$ cat src/rtl/regfile_write_sequencer_if.sv
// Retire-side handshake and register-file write port of the write-back sequencer.
interface regfile_write_sequencer_if #(
  parameter int DW = 32,
  parameter int AW = 5
);
  logic          in_valid;
  logic          in_ready;
  logic          reg_write;
  logic          reg_write2;
  logic          jr;
  logic [AW-1:0] wa1;
  logic [DW-1:0] wd1;
  logic [AW-1:0] wa2;
  logic [DW-1:0] wd2;
  logic          rf_we;
  logic [AW-1:0] rf_wa;
  logic [DW-1:0] rf_wd;
  logic          wb_done;
  logic          busy;

  modport master (
    output in_valid, reg_write, reg_write2, jr, wa1, wd1, wa2, wd2,
    input  in_ready, rf_we, rf_wa, rf_wd, wb_done, busy
  );

  modport slave (
    input  in_valid, reg_write, reg_write2, jr, wa1, wd1, wa2, wd2,
    output in_ready, rf_we, rf_wa, rf_wd, wb_done, busy
  );
endinterface

$ cat src/rtl/regfile_write_sequencer.sv
// Serialises one or two register writes per retiring instruction onto a single RF write port.
module regfile_write_sequencer #(
  parameter int DW = 32,
  parameter int AW = 5
) (
  input logic                                   clk,
  input logic                                   reset,
  regfile_write_sequencer_if.slave              bus
);
  localparam logic [1:0] IDLE = 2'd0;
  localparam logic [1:0] W1   = 2'd1;
  localparam logic [1:0] W2   = 2'd2;
  localparam logic [1:0] NOP  = 2'd3;

  typedef struct packed {
    logic          w2;
    logic [AW-1:0] wa1;
    logic [DW-1:0] wd1;
    logic [AW-1:0] wa2;
    logic [DW-1:0] wd2;
  } req_t;

  logic [1:0] state, state_nxt;
  req_t       req;
  logic       w1_in, w2_in, accept;

  assign w1_in  = bus.reg_write  & ~bus.jr;
  assign w2_in  = bus.reg_write2 & ~bus.jr;

  // Only a W1 with its second write still owed blocks the upstream stage.
  assign bus.in_ready = (state != W1) | ~req.w2;
  assign accept       = bus.in_valid & bus.in_ready;

  always_comb begin
    state_nxt = IDLE;
    if (accept)
      state_nxt = w1_in ? W1 : (w2_in ? W2 : NOP);
    else if (state == W1 && req.w2)
      state_nxt = W2;
  end

  always_ff @(posedge clk or posedge reset) begin
    if (reset) begin
      state <= IDLE;
      req   <= '0;
    end else begin
      state <= state_nxt;
      if (accept)
        req <= '{w2: w2_in, wa1: bus.wa1, wd1: bus.wd1, wa2: bus.wa2, wd2: bus.wd2};
    end
  end

  // Outputs decode from state and captured request only; a new capture lands after the edge.
  always_comb begin
    bus.rf_wa = '0;
    bus.rf_wd = '0;
    case (state)
      W1: begin bus.rf_wa = req.wa1; bus.rf_wd = req.wd1; end
      W2: begin bus.rf_wa = req.wa2; bus.rf_wd = req.wd2; end
      default: ;
    endcase
  end

  // $zero writes are dropped but still occupy their slot.
  assign bus.rf_we   = ((state == W1) && (req.wa1 != '0)) | ((state == W2) && (req.wa2 != '0));
  assign bus.wb_done = (state == NOP) | (state == W2) | ((state == W1) & ~req.w2);
  assign bus.busy    = (state != IDLE);
endmodule

$ cat src/flat_wrapper.sv
// flat-port wrapper written by rule: the top's interface ports become plain ports
module regfile_write_sequencer_flat 
#(
  parameter int DW = 32,
  parameter int AW = 5
)
  (clk, reset, bus_in_valid, bus_reg_write, bus_reg_write2, bus_jr, bus_wa1, bus_wd1, bus_wa2, bus_wd2, bus_in_ready, bus_rf_we, bus_rf_wa, bus_rf_wd, bus_wb_done, bus_busy);
  regfile_write_sequencer_if #(.DW(DW), .AW(AW)) bus_i ();
  input logic clk;
  input logic reset;
  input wire logic [$bits(bus_i.in_valid)-1:0] bus_in_valid;
  input wire logic [$bits(bus_i.reg_write)-1:0] bus_reg_write;
  input wire logic [$bits(bus_i.reg_write2)-1:0] bus_reg_write2;
  input wire logic [$bits(bus_i.jr)-1:0] bus_jr;
  input wire logic [$bits(bus_i.wa1)-1:0] bus_wa1;
  input wire logic [$bits(bus_i.wd1)-1:0] bus_wd1;
  input wire logic [$bits(bus_i.wa2)-1:0] bus_wa2;
  input wire logic [$bits(bus_i.wd2)-1:0] bus_wd2;
  output wire logic [$bits(bus_i.in_ready)-1:0] bus_in_ready;
  output wire logic [$bits(bus_i.rf_we)-1:0] bus_rf_we;
  output wire logic [$bits(bus_i.rf_wa)-1:0] bus_rf_wa;
  output wire logic [$bits(bus_i.rf_wd)-1:0] bus_rf_wd;
  output wire logic [$bits(bus_i.wb_done)-1:0] bus_wb_done;
  output wire logic [$bits(bus_i.busy)-1:0] bus_busy;
  assign bus_i.in_valid = bus_in_valid;
  assign bus_i.reg_write = bus_reg_write;
  assign bus_i.reg_write2 = bus_reg_write2;
  assign bus_i.jr = bus_jr;
  assign bus_i.wa1 = bus_wa1;
  assign bus_i.wd1 = bus_wd1;
  assign bus_i.wa2 = bus_wa2;
  assign bus_i.wd2 = bus_wd2;
  assign bus_in_ready = bus_i.in_ready;
  assign bus_rf_we = bus_i.rf_we;
  assign bus_rf_wa = bus_i.rf_wa;
  assign bus_rf_wd = bus_i.rf_wd;
  assign bus_wb_done = bus_i.wb_done;
  assign bus_busy = bus_i.busy;
  regfile_write_sequencer #(.DW(DW), .AW(AW)) u_core (.clk(clk), .reset(reset), .bus(bus_i));
endmodule
$ cat config.mk
export PLATFORM = sky130hd
export DESIGN_NAME = regfile_write_sequencer_flat
export DESIGN_NICKNAME = d
export VERILOG_FILES = /design/src/rtl/regfile_write_sequencer_if.sv /design/src/rtl/regfile_write_sequencer.sv /design/src/flat_wrapper.sv
export SDC_FILE = /design/constraint.sdc
export NUM_CORES = 1
export LEC_CHECK = 0
export BUFFER_PORTS_ARGS = -buffer_cell sky130_fd_sc_hd__buf_2
export CAP_MARGIN = 20
export CORE_MARGIN = 4
export CORE_UTILIZATION = 35
export DETAILED_ROUTE_END_ITERATION = 10
export GPL_TIMING_DRIVEN = 0
export HOLD_SLACK_MARGIN = 0.06
export PLACE_DENSITY = 0.64
export REMOVE_ABC_BUFFERS = 1
export SYNTH_ARGS = -nofsm -noshare
export SYNTH_HDL_FRONTEND = slang
export SYNTH_SLANG_ARGS = --single-unit
$ cat constraint.sdc
create_clock -name clk -period 3.54 [get_ports clk]
set_input_delay 0.708 -clock clk [delete_from_list [all_inputs] [get_ports clk]]
set_output_delay 0.708 -clock clk [all_outputs]
set_load 0.01 [all_outputs]
==> qor.json <==
{
  "maxCapViolCount": {"value": 0},
  "postCtsSetupRepairBufs": {"value": 0},
  "top_level_ports": {"value": 121},
  "grt_antenna_before_repair": {"value": 0},
  "cpPeakStageDelay": {"value": 750, "unit": "ps"},
  "synth_seq_cells": {"value": 77},
  "synth_fa_ha_area_share": {"value": 1.70, "unit": "%"},
  "synth_cells": {"value": 270},
  "cp_top_family": {"value": "adder cells"},
  "timing.critical_path.fanout_max": {"value": 37},
  "dominant_combinational_cell_family_by_area_after_synthesis": {"value": "multiplexers"},
  "clockBufferDepth": {"value": 2},
  "cells_traversed_along_the_worst_timing_path": {"value": "inv_1 -> ha_2 -> a22oi_1 -> nor2b_1 -> buf_2"},
  "finalNetCount": {"value": 468},
  "post-route-period-util": {"value": 82.4, "unit": "%"},
  "worst-endpoint-required": {"value": 2830, "unit": "ps"},
  "yosys.area.top_type": {"value": "dfrtp_1"},
  "synth.avg_cell_area": {"value": 13.6, "unit": "µm²"},
  "critical_path_depth": {"value": 5},
  "area.growth.synth_to_final": {"value": 26.8, "unit": "%"},
  "initial_utilization": {"value": 35.8, "unit": "%"},
  "first_global_vias": {"value": 2765},
  "place.port_buffers": {"value": 120},
  "dr_total_vias": {"value": 2514},
  "rr_worst_depth": {"value": 6},
  "timing.critical_path.to_type": {"value": "output pin"},
  "ys.warnings.count": {"value": 0},
  "grt_max_degree": {"value": 45},
  "path_class": {"value": "flop to output pin"},
  "grt.total_usage": {"value": 13.6, "unit": "%"},
  "die_width": {"value": 110, "unit": "µm"},
  "grt_first_pass_wirelength": {"value": 13.7, "unit": "mm"},
  "worst-slew-pin-transition": {"value": 921, "unit": "ps"},
  "finalMaxSlewViolations": {"value": 0},
  "startpoint_class": {"value": "flop"},
  "fp.coreArea": {"value": 10300, "unit": "µm²"},
  "synth.yosys.seq_area_share": {"value": 52.4, "unit": "%"},
  "peakVddDrop": {"value": 0.000213, "unit": "V"},
  "utilization": {"value": 45.3, "unit": "%"},
  "unrepaired_setup_endpoints_after_global_routing": {"value": "no"},
  "drt-wirelength-per-cell": {"value": 15.8, "unit": "µm"},
  "clock_latency": {"value": 340, "unit": "ps"},
  "gr-total-overflow": {"value": 0},
  "worst_setup_hold_path_clk_slew": {"value": 80, "unit": "ps"},
  "detail-route-antenna-nets": {"value": 0},
  "cts_inserted_buffers": {"value": 9},
  "static-leakage-power": {"value": 0.00223, "unit": "µW"},
  "routed_wirelength": {"value": 8.24, "unit": "mm"},
  "tritoncts": {"value": "built"},
  "std_cell_rows": {"value": 37},
  "clock_sink_count": {"value": 77},
  "power.density": {"value": 516, "unit": "nW/µm²"},
  "finalSetupViolations": {"value": 0},
  "r2r_slack": {"value": 820, "unit": "ps"},
  "crit_path_top_delay_cell": {"value": "ha_2"},
  "hold_class": {"value": "primary input to asynchronous set/reset pin"},
  "detailedPlacementHpwl": {"value": 5.45, "unit": "mm"},
  "synthTopCellsByArea": {"value": "dfrtp_1, mux2_4, mux2_2"},
  "hold_viol_final": {"value": 0},
  "die_area": {"value": 12200, "unit": "µm²"},
  "finalClockSkew": {"value": 11.7, "unit": "ps"},
  "detailedRoute.firstIterationViolations": {"value": 118},
  "first_pass_iters": {"value": 4},
  "post_synth_and_or_nand_nor_area_fraction": {"value": 7.35, "unit": "%"},
  "run_status": {"value": "finished clean"},
  "max_slew_margin": {"value": 38.6, "unit": "%"},
  "clock-root-buffer": {"value": "clkbuf_8"},
  "n_fill_cell": {"value": 971},
  "synth.cell_area": {"value": 3670, "unit": "µm²"},
  "synth_top_area_share": {"value": 52.4, "unit": "%"},
  "antenna_diode_count": {"value": 0},
  "routability_congestion": {"value": 0.763},
  "route.detailed.drc": {"value": 0},
  "synth_xor_area_share": {"value": 0, "unit": "%"},
  "reg2reg_to": {"value": "u_core.req[13]$_DFFE_PP0P_"},
  "startpoint": {"value": "u_core.state[0]$_DFF_PP0_"},
  "synth_mux_area_share": {"value": 26.2, "unit": "%"},
  "timing.setup.tns": {"value": 0, "unit": "ps"},
  "worstReg2RegStart": {"value": "u_core.state[1]$_DFF_PP0_"},
  "worstPathBufferInverterCount": {"value": 2},
  "library_cells_used_by_synthesis": {"value": 20},
  "final_layout_size_suffix_gt1_share": {"value": 53.5, "unit": "%"},
  "period_needed": {"value": 2920, "unit": "ps"},
  "max_freq": {"value": 0.343, "unit": "GHz"},
  "avgViaCountPerCell": {"value": 4.81},
  "htreeDepth": {"value": 3},
  "share_of_the_synthesized_area_in_compound_gates_ao_oa_aoi_oai": {"value": 8.41, "unit": "%"},
  "worst-endpoint-arrival": {"value": 2210, "unit": "ps"},
  "worst_setup_path_endpoint": {"value": "bus_rf_wd[3]"},
  "die_h": {"value": 110, "unit": "µm"},
  "cts_resized": {"value": 0},
  "holdBufCountCts": {"value": 0}
}
-- worst register-to-register path, stage by stage, from the launching register on --
cell     delay [ps]
dfrtp_1         420
inv_1           100
ha_2            800
nand2_1         230
and2_4          400
buf_16          280
mux2_1          390
-- worst min path at each step --
| stage | startpoint | to | slack [ps] | depth (start not counted) |
|---|---|---|---|---|
| after floorplan | u_core.req[49]$_DFFE_PP0P_ | u_core.req[49]$_DFFE_PP0P_ | 460 | 1 |
| after global placement | u_core.req[50]$_DFFE_PP0P_ | u_core.req[50]$_DFFE_PP0P_ | 470 | 1 |
| after detailed placement | u_core.req[49]$_DFFE_PP0P_ | u_core.req[49]$_DFFE_PP0P_ | 470 | 1 |
| final | reset | u_core.req[32]$_DFFE_PP0P_ | 390 | 2 |
| after global routing | reset | u_core.req[32]$_DFFE_PP0P_ | 390 | 2 |
| after CTS | reset | u_core.req[32]$_DFFE_PP0P_ | 390 | 2 |
-- logic make-up (layout without fill, tap and decap cells) --
kind of cell    Yosys count  count (layout)
flops                    77              77
mux                      75              75
simple gates             44              44
fa+ha+maj                 5               5
buf+inv                  27             144
compound gates           42              42
-- routing by layer --
metal  global-route usage, %  part of all wire [%]
met5                       0                     0
met4                    3.94                  0.62
met3                    4.93                   6.6
met2                    21.8                    48
met1                    17.4                    45
-- report_power, final --
part / leakage, µW / switching [µW] / internal (µW)
Clock: 0.000130 / 314 / 556
Sequential: 0.000902 / 64.2 / 991
Combinational: 0.00120 / 212 / 265
-- metrics by stage --
step	worst slack (ps)	hold slack (ps)	total power (µW)	cells	area, µm²
final	624	389	2400	523	4660
after global routing	412	395	2530	523	4660
after CTS	453	388	2440	522	4640
after detailed placement	847	475	1550	507	4380
after global placement	-1580	469	1540	505	4330
after floorplan	-496	459	1380	249	3550
-- placed cells by master (no fill, tap or decap) --
cell,Yosys,final
mux2_2,34,34
ha_2,0,2
mux2_4,32,32
nand2_1,3,3
or4_1,2,2
ha_1,5,3
nor2b_1,37,37
clkbuf_8,0,10
inv_1,6,5
buf_2,3,120
mux2_1,8,8
clkbuf_1,12,1
buf_16,0,1
o21a_1,1,1
buf_12,0,1
a211o_1,1,1
buf_8,0,1
nand2b_1,1,1
bufinv_16,0,4
and2_4,0,1
dfrtp_1,77,77
mux2i_1,1,1
o21ai_0,3,3
inv_4,0,1
a22oi_1,37,37
-- registers in the layout, summed over array words and instances (netlist names) --
| register | flops |
|---|---|
| u_core.req | 75 |
| u_core.state | 2 |
-- final cells by class --
cell class | count | area [µm²] | share of cell area [%]
well taps | 136 | 170 | 3.65
inverters | 6 | 25.0 | 0.537
repair buffers | 123 | 663 | 14.2
multi-input cells | 166 | 1610 | 34.6
clock inverters | 4 | 120 | 2.58
flip-flops and latches | 77 | 1930 | 41.4
clock buffers | 11 | 141 | 3.03
-- synth_stat cells, drive strengths merged --
cell type	count
or4	2
mux2	74
mux2i	1
buf	9
a22oi	37
nor2b	37
nand2b	1
a211o	1
and2	1
ha	5
o21a	1
dfrtp	77
o21ai	3
inv	6
nand2	3
clkbuf	12
(Power assumes the default switching activity.)
